$ cat config.mk
export PLATFORM = sky130hd
export DESIGN_NAME = lcd_write_ctrl_flat
export DESIGN_NICKNAME = d
export VERILOG_FILES = /design/src/rtl/lcd_write_ctrl_if.sv /design/src/rtl/lcd_write_ctrl.sv /design/src/flat_wrapper.sv
export SDC_FILE = /design/constraint.sdc
export NUM_CORES = 1
export LEC_CHECK = 0
export CORE_MARGIN = 2
export CORE_UTILIZATION = 30
export DETAILED_ROUTE_END_ITERATION = 12
export GPL_TIMING_DRIVEN = 0
export SLEW_MARGIN = 20
export SYNTH_ARGS = -nofsm -noshare
export SYNTH_HDL_FRONTEND = slang
export SYNTH_SLANG_ARGS = --single-unit
$ cat constraint.sdc
create_clock -name clk_clk -period 3.38 [get_ports clk_clk]
set_input_delay 0.845 -clock clk_clk [delete_from_list [all_inputs] [get_ports clk_clk]]
set_output_delay 0.845 -clock clk_clk [all_outputs]
set_load 0.005 [all_outputs]
$ cat src/rtl/lcd_write_ctrl_if.sv
// Write-side handshake bundle for lcd_write_ctrl.
//   wr_valid : push request from the processor side
//   wr_ready : controller can accept a byte (FIFO not full)
//   wr_rs    : 0 = command byte, 1 = data byte
//   wr_data  : byte to write
// master = processor side, slave = controller side.
interface lcd_write_ctrl_if;
  logic       wr_valid;
  logic       wr_ready;
  logic       wr_rs;
  logic [7:0] wr_data;

  modport master (output wr_valid, output wr_rs, output wr_data, input wr_ready);
  modport slave  (input wr_valid, input wr_rs, input wr_data, output wr_ready);
endinterface

$ cat src/rtl/lcd_write_ctrl.sv
// HD44780-class character-LCD write controller (8-bit bus, write only).
// Runs the power-on init sequence on its own, then drains a {rs, data}
// FIFO onto the LCD pins with setup / enable / hold / execution-wait timing.
//
// Ports:
//   clk_clk                          system clock, rising edge
//   reset_reset_n                    synchronous active-low reset
//   wr (lcd_write_ctrl_if.slave)     push handshake: wr_valid/wr_ready/wr_rs/wr_data
//   busy                             high unless IDLE with an empty FIFO
//   init_done                        init sequence finished (sticky until reset)
//   lcd_rw_writeresponsevalid_n      LCD R/W, constant 0
//   lcd_rs_writeresponsevalid_n      LCD RS
//   lcd_enable_writeresponsevalid_n  LCD E (registered, state-driven)
//   lcd_display_readdata             LCD DB[7:0]
//
// state     | meaning
// INIT_WAIT | power-on delay before the first init command
// IDLE      | waiting for a FIFO entry (after init)
// LOAD      | rs/data latched onto the pins
// SETUP     | address/data setup, E low
// PULSE     | E high
// HOLD      | address/data hold, E low
// WAIT      | LCD execution time (command or clear/home)
module lcd_write_ctrl #(
  parameter int CLK_HZ            = 50000000,
  parameter int DEPTH             = 16,
  parameter int SETUP_CYCLES      = 4,
  parameter int EN_CYCLES         = 12,
  parameter int CMD_WAIT_CYCLES   = 2000,
  parameter int CLEAR_WAIT_CYCLES = 82000,
  parameter int INIT_WAIT_CYCLES  = 750000
) (
  input  logic              clk_clk,
  input  logic              reset_reset_n,
  lcd_write_ctrl_if.slave   wr,
  output logic              busy,
  output logic              init_done,
  output logic              lcd_rw_writeresponsevalid_n,
  output logic              lcd_rs_writeresponsevalid_n,
  output logic              lcd_enable_writeresponsevalid_n,
  output logic [7:0]        lcd_display_readdata
);

  if (CLK_HZ < 1 || DEPTH < 2 || (DEPTH & (DEPTH - 1)) != 0 || SETUP_CYCLES < 1 ||
      EN_CYCLES < 1 || CMD_WAIT_CYCLES < 1 || CLEAR_WAIT_CYCLES < 1 ||
      INIT_WAIT_CYCLES < 1) begin : g_param_check
    $error("lcd_write_ctrl: invalid parameter set");
  end

  localparam int AW    = $clog2(DEPTH);
  localparam int CW    = AW + 1;
  localparam int MAX_A = (SETUP_CYCLES > EN_CYCLES) ? SETUP_CYCLES : EN_CYCLES;
  localparam int MAX_B = (MAX_A > CMD_WAIT_CYCLES) ? MAX_A : CMD_WAIT_CYCLES;
  localparam int MAX_C = (MAX_B > CLEAR_WAIT_CYCLES) ? MAX_B : CLEAR_WAIT_CYCLES;
  localparam int MAX_T = (MAX_C > INIT_WAIT_CYCLES) ? MAX_C : INIT_WAIT_CYCLES;
  localparam int TW    = $clog2(MAX_T + 1);

  typedef enum logic [2:0] {
    S_INIT_WAIT, S_IDLE, S_LOAD, S_SETUP, S_PULSE, S_HOLD, S_WAIT
  } state_t;

  function automatic logic [7:0] init_cmd(input logic [1:0] i);
    case (i)
      2'd0:    init_cmd = 8'h38;  // 8-bit bus, 2 lines, 5x8 font
      2'd1:    init_cmd = 8'h0C;  // display on, cursor off
      2'd2:    init_cmd = 8'h01;  // clear
      default: init_cmd = 8'h06;  // entry mode: increment
    endcase
  endfunction

  // FIFO
  logic [8:0]    mem_q [DEPTH];
  logic [AW-1:0] wr_ptr_q, wr_ptr_d, rd_ptr_q, rd_ptr_d;
  logic [CW-1:0] count_q, count_d;
  logic          full, empty, push, pop;

  // FSM / datapath
  state_t        state_q, state_d;
  logic [TW-1:0] tmr_q, tmr_d;
  logic [1:0]    idx_q, idx_d;
  logic          init_done_q, init_done_d;
  logic          rs_q, rs_d, en_q, en_d;
  logic [7:0]    data_q, data_d;
  logic          is_clear;

  assign full        = (count_q == CW'(DEPTH));
  assign empty       = (count_q == '0);
  assign wr.wr_ready = ~full;
  assign push        = wr.wr_valid & ~full;

  always_comb begin
    wr_ptr_d = wr_ptr_q;
    rd_ptr_d = rd_ptr_q;
    count_d  = count_q;
    if (push) wr_ptr_d = wr_ptr_q + 1'b1;
    if (pop)  rd_ptr_d = rd_ptr_q + 1'b1;
    case ({push, pop})
      2'b10:   count_d = count_q + 1'b1;
      2'b01:   count_d = count_q - 1'b1;
      default: count_d = count_q;
    endcase
  end

  always_ff @(posedge clk_clk) begin
    if (push) mem_q[wr_ptr_q] <= {wr.wr_rs, wr.wr_data};
  end

  // Clear (0x01) and return-home (0x02/0x03) need the long execution time.
  assign is_clear = ~rs_q && (data_q[7:2] == 6'd0) && (data_q != 8'h00);

  // State register (also holds the FIFO pointers and pin registers)
  always_ff @(posedge clk_clk) begin
    if (!reset_reset_n) begin
      state_q     <= S_INIT_WAIT;
      tmr_q       <= '0;
      idx_q       <= '0;
      init_done_q <= 1'b0;
      rs_q        <= 1'b0;
      data_q      <= 8'h00;
      en_q        <= 1'b0;
      wr_ptr_q    <= '0;
      rd_ptr_q    <= '0;
      count_q     <= '0;
    end else begin
      state_q     <= state_d;
      tmr_q       <= tmr_d;
      idx_q       <= idx_d;
      init_done_q <= init_done_d;
      rs_q        <= rs_d;
      data_q      <= data_d;
      en_q        <= en_d;
      wr_ptr_q    <= wr_ptr_d;
      rd_ptr_q    <= rd_ptr_d;
      count_q     <= count_d;
    end
  end

  // Next-state. The timer reloads with (duration - 1) on every state entry
  // and counts down to zero. INIT_WAIT is the one exception: it is entered
  // only from reset, where the timer is cleared, so it counts up instead.
  always_comb begin
    state_d     = state_q;
    tmr_d       = tmr_q;
    idx_d       = idx_q;
    init_done_d = init_done_q;
    pop         = 1'b0;
    case (state_q)
      S_INIT_WAIT: begin
        if (tmr_q == TW'(INIT_WAIT_CYCLES - 1)) begin
          state_d = S_LOAD;
          tmr_d   = '0;
          idx_d   = '0;
        end else begin
          tmr_d = tmr_q + 1'b1;
        end
      end
      S_IDLE: begin
        if (init_done_q && !empty) begin
          pop     = 1'b1;
          state_d = S_LOAD;
          tmr_d   = '0;
        end
      end
      S_LOAD: begin
        state_d = S_SETUP;
        tmr_d   = TW'(SETUP_CYCLES - 1);
      end
      S_SETUP: begin
        if (tmr_q == '0) begin
          state_d = S_PULSE;
          tmr_d   = TW'(EN_CYCLES - 1);
        end else begin
          tmr_d = tmr_q - 1'b1;
        end
      end
      S_PULSE: begin
        if (tmr_q == '0) begin
          state_d = S_HOLD;
          tmr_d   = TW'(SETUP_CYCLES - 1);
        end else begin
          tmr_d = tmr_q - 1'b1;
        end
      end
      S_HOLD: begin
        if (tmr_q == '0) begin
          state_d = S_WAIT;
          tmr_d   = is_clear ? TW'(CLEAR_WAIT_CYCLES - 1) : TW'(CMD_WAIT_CYCLES - 1);
        end else begin
          tmr_d = tmr_q - 1'b1;
        end
      end
      S_WAIT: begin
        if (tmr_q == '0) begin
          tmr_d = '0;
          if (init_done_q) begin
            state_d = S_IDLE;
          end else if (idx_q == 2'd3) begin
            init_done_d = 1'b1;
            state_d     = S_IDLE;
          end else begin
            idx_d   = idx_q + 1'b1;
            state_d = S_LOAD;
          end
        end else begin
          tmr_d = tmr_q - 1'b1;
        end
      end
      default: begin
        state_d = S_INIT_WAIT;
        tmr_d   = '0;
      end
    endcase
  end

  // Outputs are registered from the next state so the pins change on the
  // same edge the FSM enters LOAD / PULSE, and E can never glitch.
  always_comb begin
    rs_d   = rs_q;
    data_d = data_q;
    en_d   = (state_d == S_PULSE);
    if (state_d == S_LOAD) begin
      if (state_q == S_IDLE) begin
        {rs_d, data_d} = mem_q[rd_ptr_q];
      end else begin
        rs_d   = 1'b0;
        data_d = init_cmd(idx_d);
      end
    end
  end

  assign busy                            = ~((state_q == S_IDLE) && empty && ~push);
  assign init_done                       = init_done_q;
  assign lcd_rw_writeresponsevalid_n     = 1'b0;
  assign lcd_rs_writeresponsevalid_n     = rs_q;
  assign lcd_enable_writeresponsevalid_n = en_q;
  assign lcd_display_readdata            = data_q;

endmodule

$ cat src/flat_wrapper.sv
// flat-port wrapper written by rule: the top's interface ports become plain ports
module lcd_write_ctrl_flat 
#(
  parameter int CLK_HZ            = 50000000,
  parameter int DEPTH             = 16,
  parameter int SETUP_CYCLES      = 4,
  parameter int EN_CYCLES         = 12,
  parameter int CMD_WAIT_CYCLES   = 2000,
  parameter int CLEAR_WAIT_CYCLES = 82000,
  parameter int INIT_WAIT_CYCLES  = 750000
)
  (clk_clk, reset_reset_n, busy, init_done, lcd_rw_writeresponsevalid_n, lcd_rs_writeresponsevalid_n, lcd_enable_writeresponsevalid_n, lcd_display_readdata, wr_wr_valid, wr_wr_rs, wr_wr_data, wr_wr_ready);
  lcd_write_ctrl_if wr_i ();
  input  logic clk_clk;
  input  logic reset_reset_n;
  output logic busy;
  output logic init_done;
  output logic lcd_rw_writeresponsevalid_n;
  output logic lcd_rs_writeresponsevalid_n;
  output logic lcd_enable_writeresponsevalid_n;
  output logic [7:0] lcd_display_readdata;
  input wire logic [$bits(wr_i.wr_valid)-1:0] wr_wr_valid;
  input wire logic [$bits(wr_i.wr_rs)-1:0] wr_wr_rs;
  input wire logic [$bits(wr_i.wr_data)-1:0] wr_wr_data;
  output wire logic [$bits(wr_i.wr_ready)-1:0] wr_wr_ready;
  assign wr_i.wr_valid = wr_wr_valid;
  assign wr_i.wr_rs = wr_wr_rs;
  assign wr_i.wr_data = wr_wr_data;
  assign wr_wr_ready = wr_i.wr_ready;
  lcd_write_ctrl #(.CLK_HZ(CLK_HZ), .DEPTH(DEPTH), .SETUP_CYCLES(SETUP_CYCLES), .EN_CYCLES(EN_CYCLES), .CMD_WAIT_CYCLES(CMD_WAIT_CYCLES), .CLEAR_WAIT_CYCLES(CLEAR_WAIT_CYCLES), .INIT_WAIT_CYCLES(INIT_WAIT_CYCLES)) u_core (.clk_clk(clk_clk), .reset_reset_n(reset_reset_n), .wr(wr_i), .busy(busy), .init_done(init_done), .lcd_rw_writeresponsevalid_n(lcd_rw_writeresponsevalid_n), .lcd_rs_writeresponsevalid_n(lcd_rs_writeresponsevalid_n), .lcd_enable_writeresponsevalid_n(lcd_enable_writeresponsevalid_n), .lcd_display_readdata(lcd_display_readdata));
endmodule
==> qor.yml, run 1 <==
muxShareOfSynthArea: 0.114
wire_per_inst_um: 18.8
port_buffers: 23
synth_top_family_by_area: "simple AND/OR/NAND/NOR gates"
cts_made_buffers: 17
cts_hold_buf: 0
grt_first_pass_wirelength_um: 33500
drt-vias-per-instance: 5.19
p_comb_frac: 0.052
cts.path.max_buffers: 2
slew_headroom: 0.282
synth_nets: 713
p_clk_frac: 0.417
hold_class: "flip-flop to flip-flop"
p_sw_mw: 1.23
first_global_vias: 5808
synth.top_cell.area_share: 0.475
drt_iter0_markers: 640
synth_cell_types: 72
antenna_found_initial: 0
dp_slack_ns: -0.0686
yosys_warnings: 0
run_status: "complete, no violations"
crit_path_end_kind: "flip-flop"
finalCritPeriodShare: 0.958
core_um2: 29700
synth_cells: 688
crit_path_top_delay_cell: "a21oi_1"
remaining_drc_errors: 0
synth_compound_area_frac: 0.0832
gp_congestion: 0.904
avgSynthCellArea_um2: 13.2
fin_skew_ns: 0.0139
clock_latency_ns: 0.44
crit_chain: "clkbuf_1 > inv_1 > ha_1 > nor4b_1 > and4_1 > buf_2 > buf_2 > a21oi_1 > a32oi_1 > or2_2 > a21oi_1"
tightest_slew_ns: 1.07
grt_setup_unrepaired: "true"
htreeDepth: 4
critPathMaxStageDelay_ns: 0.71
swShare: 0.248
synthArstFlopShare: 0
max-vdd-ir-drop_mv: 0.337
power.leakage_nw: 3.39
clk_pin_slew_ns: 0.09
power_density_nw_per_um2: 471
gr-usage-all-layers: 0.140
synth-simple-area-share: 0.134
grt_max_degree: 23
syn2layout_area_growth_pct: 15.6
synth.most_common_cell: "edfxtp_1"
num_vias: 5900
die-area_um2: 31700
dpl-instance-area_um2: 9890
antenna_cells: 0
setup_violations: 0
hpwl_um: 14200
rows: 63
cts_tree: "yes"
utilization: 0.354
setup_tns_ns: 0
nets: 758
root_buffer: "clkbuf_16"
synth_top_cell_by_area: "edfxtp_1"
die_x_um: 178
synthAdderAreaFrac: 0.0187
ys_seq_area_frac: 0.592
start_util: 0.306
synth_flop_cell: "edfxtp_1"
period_minus_slack_ns: 3.24
worst-path-max-fanout: 10
dr.pass1.iters: 5
finalInstanceArea_um2: 10500
critical_path_class: "flip-flop to flip-flop"
fmax_mhz: 309
maxSlewViolCount: 0
finalWirelength_um: 21300
drive_above_1_share: 0.178
ant_nets: 0
critPathLaunchType: "flip-flop"
cts_setup_buffers: 0
cts_sinks: 197
required_ns: 3.76
p_seq_frac: 0.531
dp_cells: 1105
netlist_area_um2: 9100
synth_xor_area_frac: 0.0231
synth.area.top_cells: "edfxtp_1, dfxtp_1, mux4_2, nor2_1, nand2_1"
synth_common_cells: "edfxtp_1, dfxtp_1, nor2_1"
maxCapViolations: 0
fp.dieH_um: 178
pin_count: 26
overflow: 0
ys_ff_latch: 197
internal_power_mw: 3.73
synth_edf_count: 144
setup_ws_ns: 0.142
final_cells: 1136
hold_viol: 0
worst_ep_arrival_time_ns: 3.62
==> layout make-up <==
class                   count  area [um^2]
plain buffers              49          260
clock buffers              17          425
clock inverters            15          188
fillers                  2810        19200
inverters                  14         52.6
multi-input cells         427         3450
flip-flops and latches    197         5390
well taps                 390          488
repair buffers             27          264
==> stage by stage <==
stage / power (mW) / hold WS [ns]
final: 4.95 / 0.478
after global routing: 5.10 / 0.508
after CTS: 4.97 / 0.486
after detailed placement: 2.94 / 0.476
after global placement: 2.93 / 0.468
after floorplan: 2.84 / 0.464
==> cell usage in the layout (no fill, tap or decap), drive strengths merged, types with 3 or more instances in the layout <==
cell	count
xor2	14
nor2	54
nand4	11
xnor2	10
inv	22
clkdlybuf4s50	23
or2	3
o22ai	7
nand2	41
and4	3
a22oi	5
edfxtp	144
clkinv	6
nor3	26
or3	9
dfxtp	53
or4	3
a221oi	6
a211oi	8
a21oi	27
mux2i	7
ha	12
nand2b	3
o21ai	20
and3	7
nand3	25
nand3b	3
nor4b	5
a21o	4
nor2b	4
a31oi	11
and2	4
mux4	42
nor4	15
nor3b	4
buf	20
o21a	5
clkbuf	48
==> power groups by stage <==
stage,Clock (mW),Combinational (mW),Sequential (mW)
floorplan,0,0.159,2.68
global placement,0,0.244,2.68
detailed placement,0,0.253,2.68
CTS,2.09,0.255,2.63
global route,2.18,0.285,2.63
finish,2.07,0.258,2.63
==> logic make-up (layout without fill, tap and decap cells) <==
| kind of cell | count (synthesis) | count (layout) |
|---|---|---|
| AND/OR/NAND/NOR | 226 | 226 |
| XOR/XNOR | 24 | 24 |
| flip-flops | 197 | 197 |
| AO/OA/AOI/OAI | 112 | 112 |
| other | 1 | 1 |
| adder cells (fa/ha/maj) | 13 | 13 |
| multiplexers | 51 | 51 |
| buffers and inverters | 64 | 122 |
==> worst max-delay path: cells and delay by family (launching register included) <==
kind | cells | cell delay [ns]
AO/OA/AOI/OAI | 3 | 1.06
AND/OR/NAND/NOR | 3 | 0.70
flip-flops | 1 | 0.34
buffers and inverters | 4 | 0.82
adder cells (fa/ha/maj) | 1 | 0.24
==> metal layers <==
metal	global-route usage	part of all wire	vias to the layer above
li1	-	-	2763
met1	0.197	0.46	2945
met2	0.221	0.48	170
met3	0.0277	0.046	22
met4	0.0356	0.013	0
met5	0	0	-
==> state kept, by name, summed over array words and instances (netlist names), named ones only <==
| signal | flops |
|---|---|
| u_core.mem_q | 144 |
| u_core.tmr_q | 20 |
| u_core.lcd_display_readdata | 8 |
| u_core.count_q | 5 |
| u_core.rd_ptr_q | 4 |
| u_core.wr_ptr_q | 4 |
| u_core.state_q | 3 |
| u_core.idx_q | 2 |
| u_core.init_done | 1 |
| u_core.lcd_enable_writeresponsevalid_n | 1 |
| u_core.lcd_rs_writeresponsevalid_n | 1 |
==> what timing repair did <==
item                                   CTS  global route
endpoints found under the hold margin    0             0
gates resized for setup                  0             5
setup endpoints to repair                0             4
==> path summary, 6_finish.rpt <==
check / from / endpoint / slack (ns) / cells past startpoint
min reg2reg: u_core.lcd_display_readdata[0] / u_core.lcd_display_readdata[0] / 0.48 / 2
max reg2reg: u_core.tmr_q[0] / u_core.tmr_q[4] / 0.14 / 11
min: u_core.lcd_display_readdata[0] / u_core.lcd_display_readdata[0] / 0.48 / 2
max: u_core.tmr_q[0] / u_core.tmr_q[4] / 0.14 / 11
Power figures use the tool's default switching activity.
==> run 2, diff against run 1 <==
CORE_ASPECT_RATIO = 0.8   (was unset)
==> qor.yml, run 2 (synthesis gave the netlist of run 1 again) <==
finalCritPeriodShare: 0.930
min_from: "u_core.lcd_display_readdata[7]"
crit_path_start: "u_core.state_q[2]"
syn2layout_area_growth_pct: 16.5
critPathBufInv: 3
worst_ep_arrival_time_ns: 2.30
antenna_cells: 0
drt-vias-per-instance: 5.13
gp_congestion: 0.872
gr-usage-all-layers: 0.140
drt_iter0_markers: 751
r2r_cells: 11
dpl-instance-area_um2: 9900
hold_viol: 0
largest_reg_flops: 144
worst-path-max-fanout: 10
final_cells: 1160
fill_cells: 2919
hold_end: "u_core.lcd_display_readdata[7]"
start_util: 0.302
power.leakage_nw: 3.42
run_status: "complete, no violations"
setup_violations: 0
worst-r2r-setup-slack_ns: 0.27
overflow: 0
antenna_found_initial: 0
max-vdd-ir-drop_mv: 0.350
htreeDepth: 4
grt_first_pass_wirelength_um: 33600
maxCapViolations: 0
fin_skew_ns: 0.0146
cts_made_buffers: 17
finalInstanceArea_um2: 10600
hold_class: "flip-flop to flip-flop"
finalWirelength_um: 21600
fmax_mhz: 318
tightest_slew_ns: 1.10
rows: 57
die_x_um: 199
crit_chain: "clkbuf_1 > inv_1 > nand3_2 > or3_1 > clkdlybuf4s50_1"
clk_pin_slew_ns: 0.08
layout_commonest_cell: "edfxtp_1"
critPathLaunchType: "flip-flop"
grt_setup_unrepaired: "false"
critPathMaxStageDelay_ns: 0.49
period_minus_slack_ns: 3.14
ant_nets: 0
root_buffer: "clkbuf_16"
clock_latency_ns: 0.43
core_um2: 30100
crit_path_end_kind: "primary output"
dp_cells: 1128
setup_tns_ns: 0
port_buffers: 23
largest-register: "u_core.mem_q"
cts.path.max_buffers: 2
slew_headroom: 0.266
hpwl_um: 14700
pin_count: 26
cts_tree: "yes"
nets: 759
grt_max_degree: 23
die-area_um2: 31800
dr.pass1.iters: 5
fp.dieH_um: 160
r2r-end: "u_core.tmr_q[4]"
crit_family: "buffers and inverters"
num_vias: 5949
crit_path_top_delay_cell: "clkdlybuf4s50_1"
maxSlewViolCount: 0
first_global_vias: 5679
timing.rr.start: "u_core.tmr_q[0]"
cts_sinks: 197
remaining_drc_errors: 0
layout_common_cells: "edfxtp_1, dfxtp_1, nor2_1"
critical_path_class: "flip-flop to primary output"
drive_above_1_share: 0.179
power_density_nw_per_um2: 481
min_path_cells: 2
wire_per_inst_um: 18.6
required_ns: 2.53
## run 2: cell types whose count changed in the layout (fill, tap and decap cells not counted)
| cell | before | now |
|---|---|---|
| clkinv_8 | 4 | 3 |
| buf_4 | 7 | 8 |
| nor4_4 | 0 | 1 |
| clkinv_4 | 2 | 1 |
| nor4_2 | 1 | 0 |
| clkinvlp_4 | 1 | 0 |
| inv_12 | 2 | 4 |
| inv_8 | 5 | 4 |
| clkbuf_1 | 29 | 30 |
| buf_6 | 5 | 4 |
| bufinv_16 | 0 | 2 |
| nand2_1 | 41 | 40 |
| nand2_2 | 0 | 1 |
## run 2: final cells by class
cell class / count / area [um^2] / area share
timing repair buffer: 27 / 260 / 0.0245
clock buffer: 17 / 425 / 0.0401
tap: 413 / 517 / 0.0487
inverter: 14 / 52.6 / 0.00495
clock inverter: 15 / 236 / 0.0223
buffer: 50 / 264 / 0.0249
sequential: 197 / 5390 / 0.508
multi-input combinational: 427 / 3470 / 0.327
## run 2: repair_timing
| item | 4_1_cts | 5_1_grt |
|---|---|---|
| buffers inserted | 0 | 0 |
| gates resized for setup | 0 | 7 |
| endpoints found under the setup margin | 0 | 3 |
| hold buffers | 0 | 0 |
## run 2: report_power, final
part           leakage (nW)  internal, mW  total (mW)  switching [mW]
registers              1.73          2.62        2.63          0.0129
logic                  1.37        0.0948       0.262           0.167
clock network         0.320          1.17        2.21            1.04
## run 2: worst reg2reg max path, stage by stage, from the launching register on
cell,delay (ns)
dfxtp_1,0.33
clkbuf_1,0.34
inv_1,0.15
ha_1,0.22
nor4b_1,0.15
and4_1,0.23
buf_2,0.16
buf_2,0.19
a21oi_1,0.67
a32oi_1,0.21
or2_2,0.30
a21oi_1,0.13
## run 2: metal layers
layer | GRT usage | routed length, um | vias to the layer above | part of all wire
met4 | 0.0424 | 331 | 0 | 0.015
li1 | - | - | 2755 | -
met1 | 0.208 | 10400 | 2948 | 0.48
met3 | 0.0323 | 1390 | 25 | 0.064
met2 | 0.201 | 9400 | 221 | 0.44
met5 | 0 | 0 | - | 0
## run 2: stage by stage
step	util	setup slack [ns]	hold slack (ns)	power (mW)
5_1_grt	0.352	0.0130	0.530	5.27
3_5_place_dp	0.329	-0.0703	0.478	2.94
2_1_floorplan	-	0.665	0.464	2.84
3_3_place_gp	0.327	-0.438	0.471	2.93
4_1_cts	0.351	0.148	0.489	5.14
6_report	0.352	0.235	0.483	5.10
## run 2: how the worst max path moves through the flow
stage / to / slack [ns] / cells after the start
after global placement: u_core.mem_q[0][2] / -0.44 / 5
after detailed placement: u_core.count_q[4] / -0.07 / 12
after CTS: u_core.count_q[4] / 0.15 / 13
after floorplan: u_core.count_q[4] / 0.66 / 12
final: busy / 0.24 / 5
after global routing: u_core.count_q[4] / 0.01 / 13
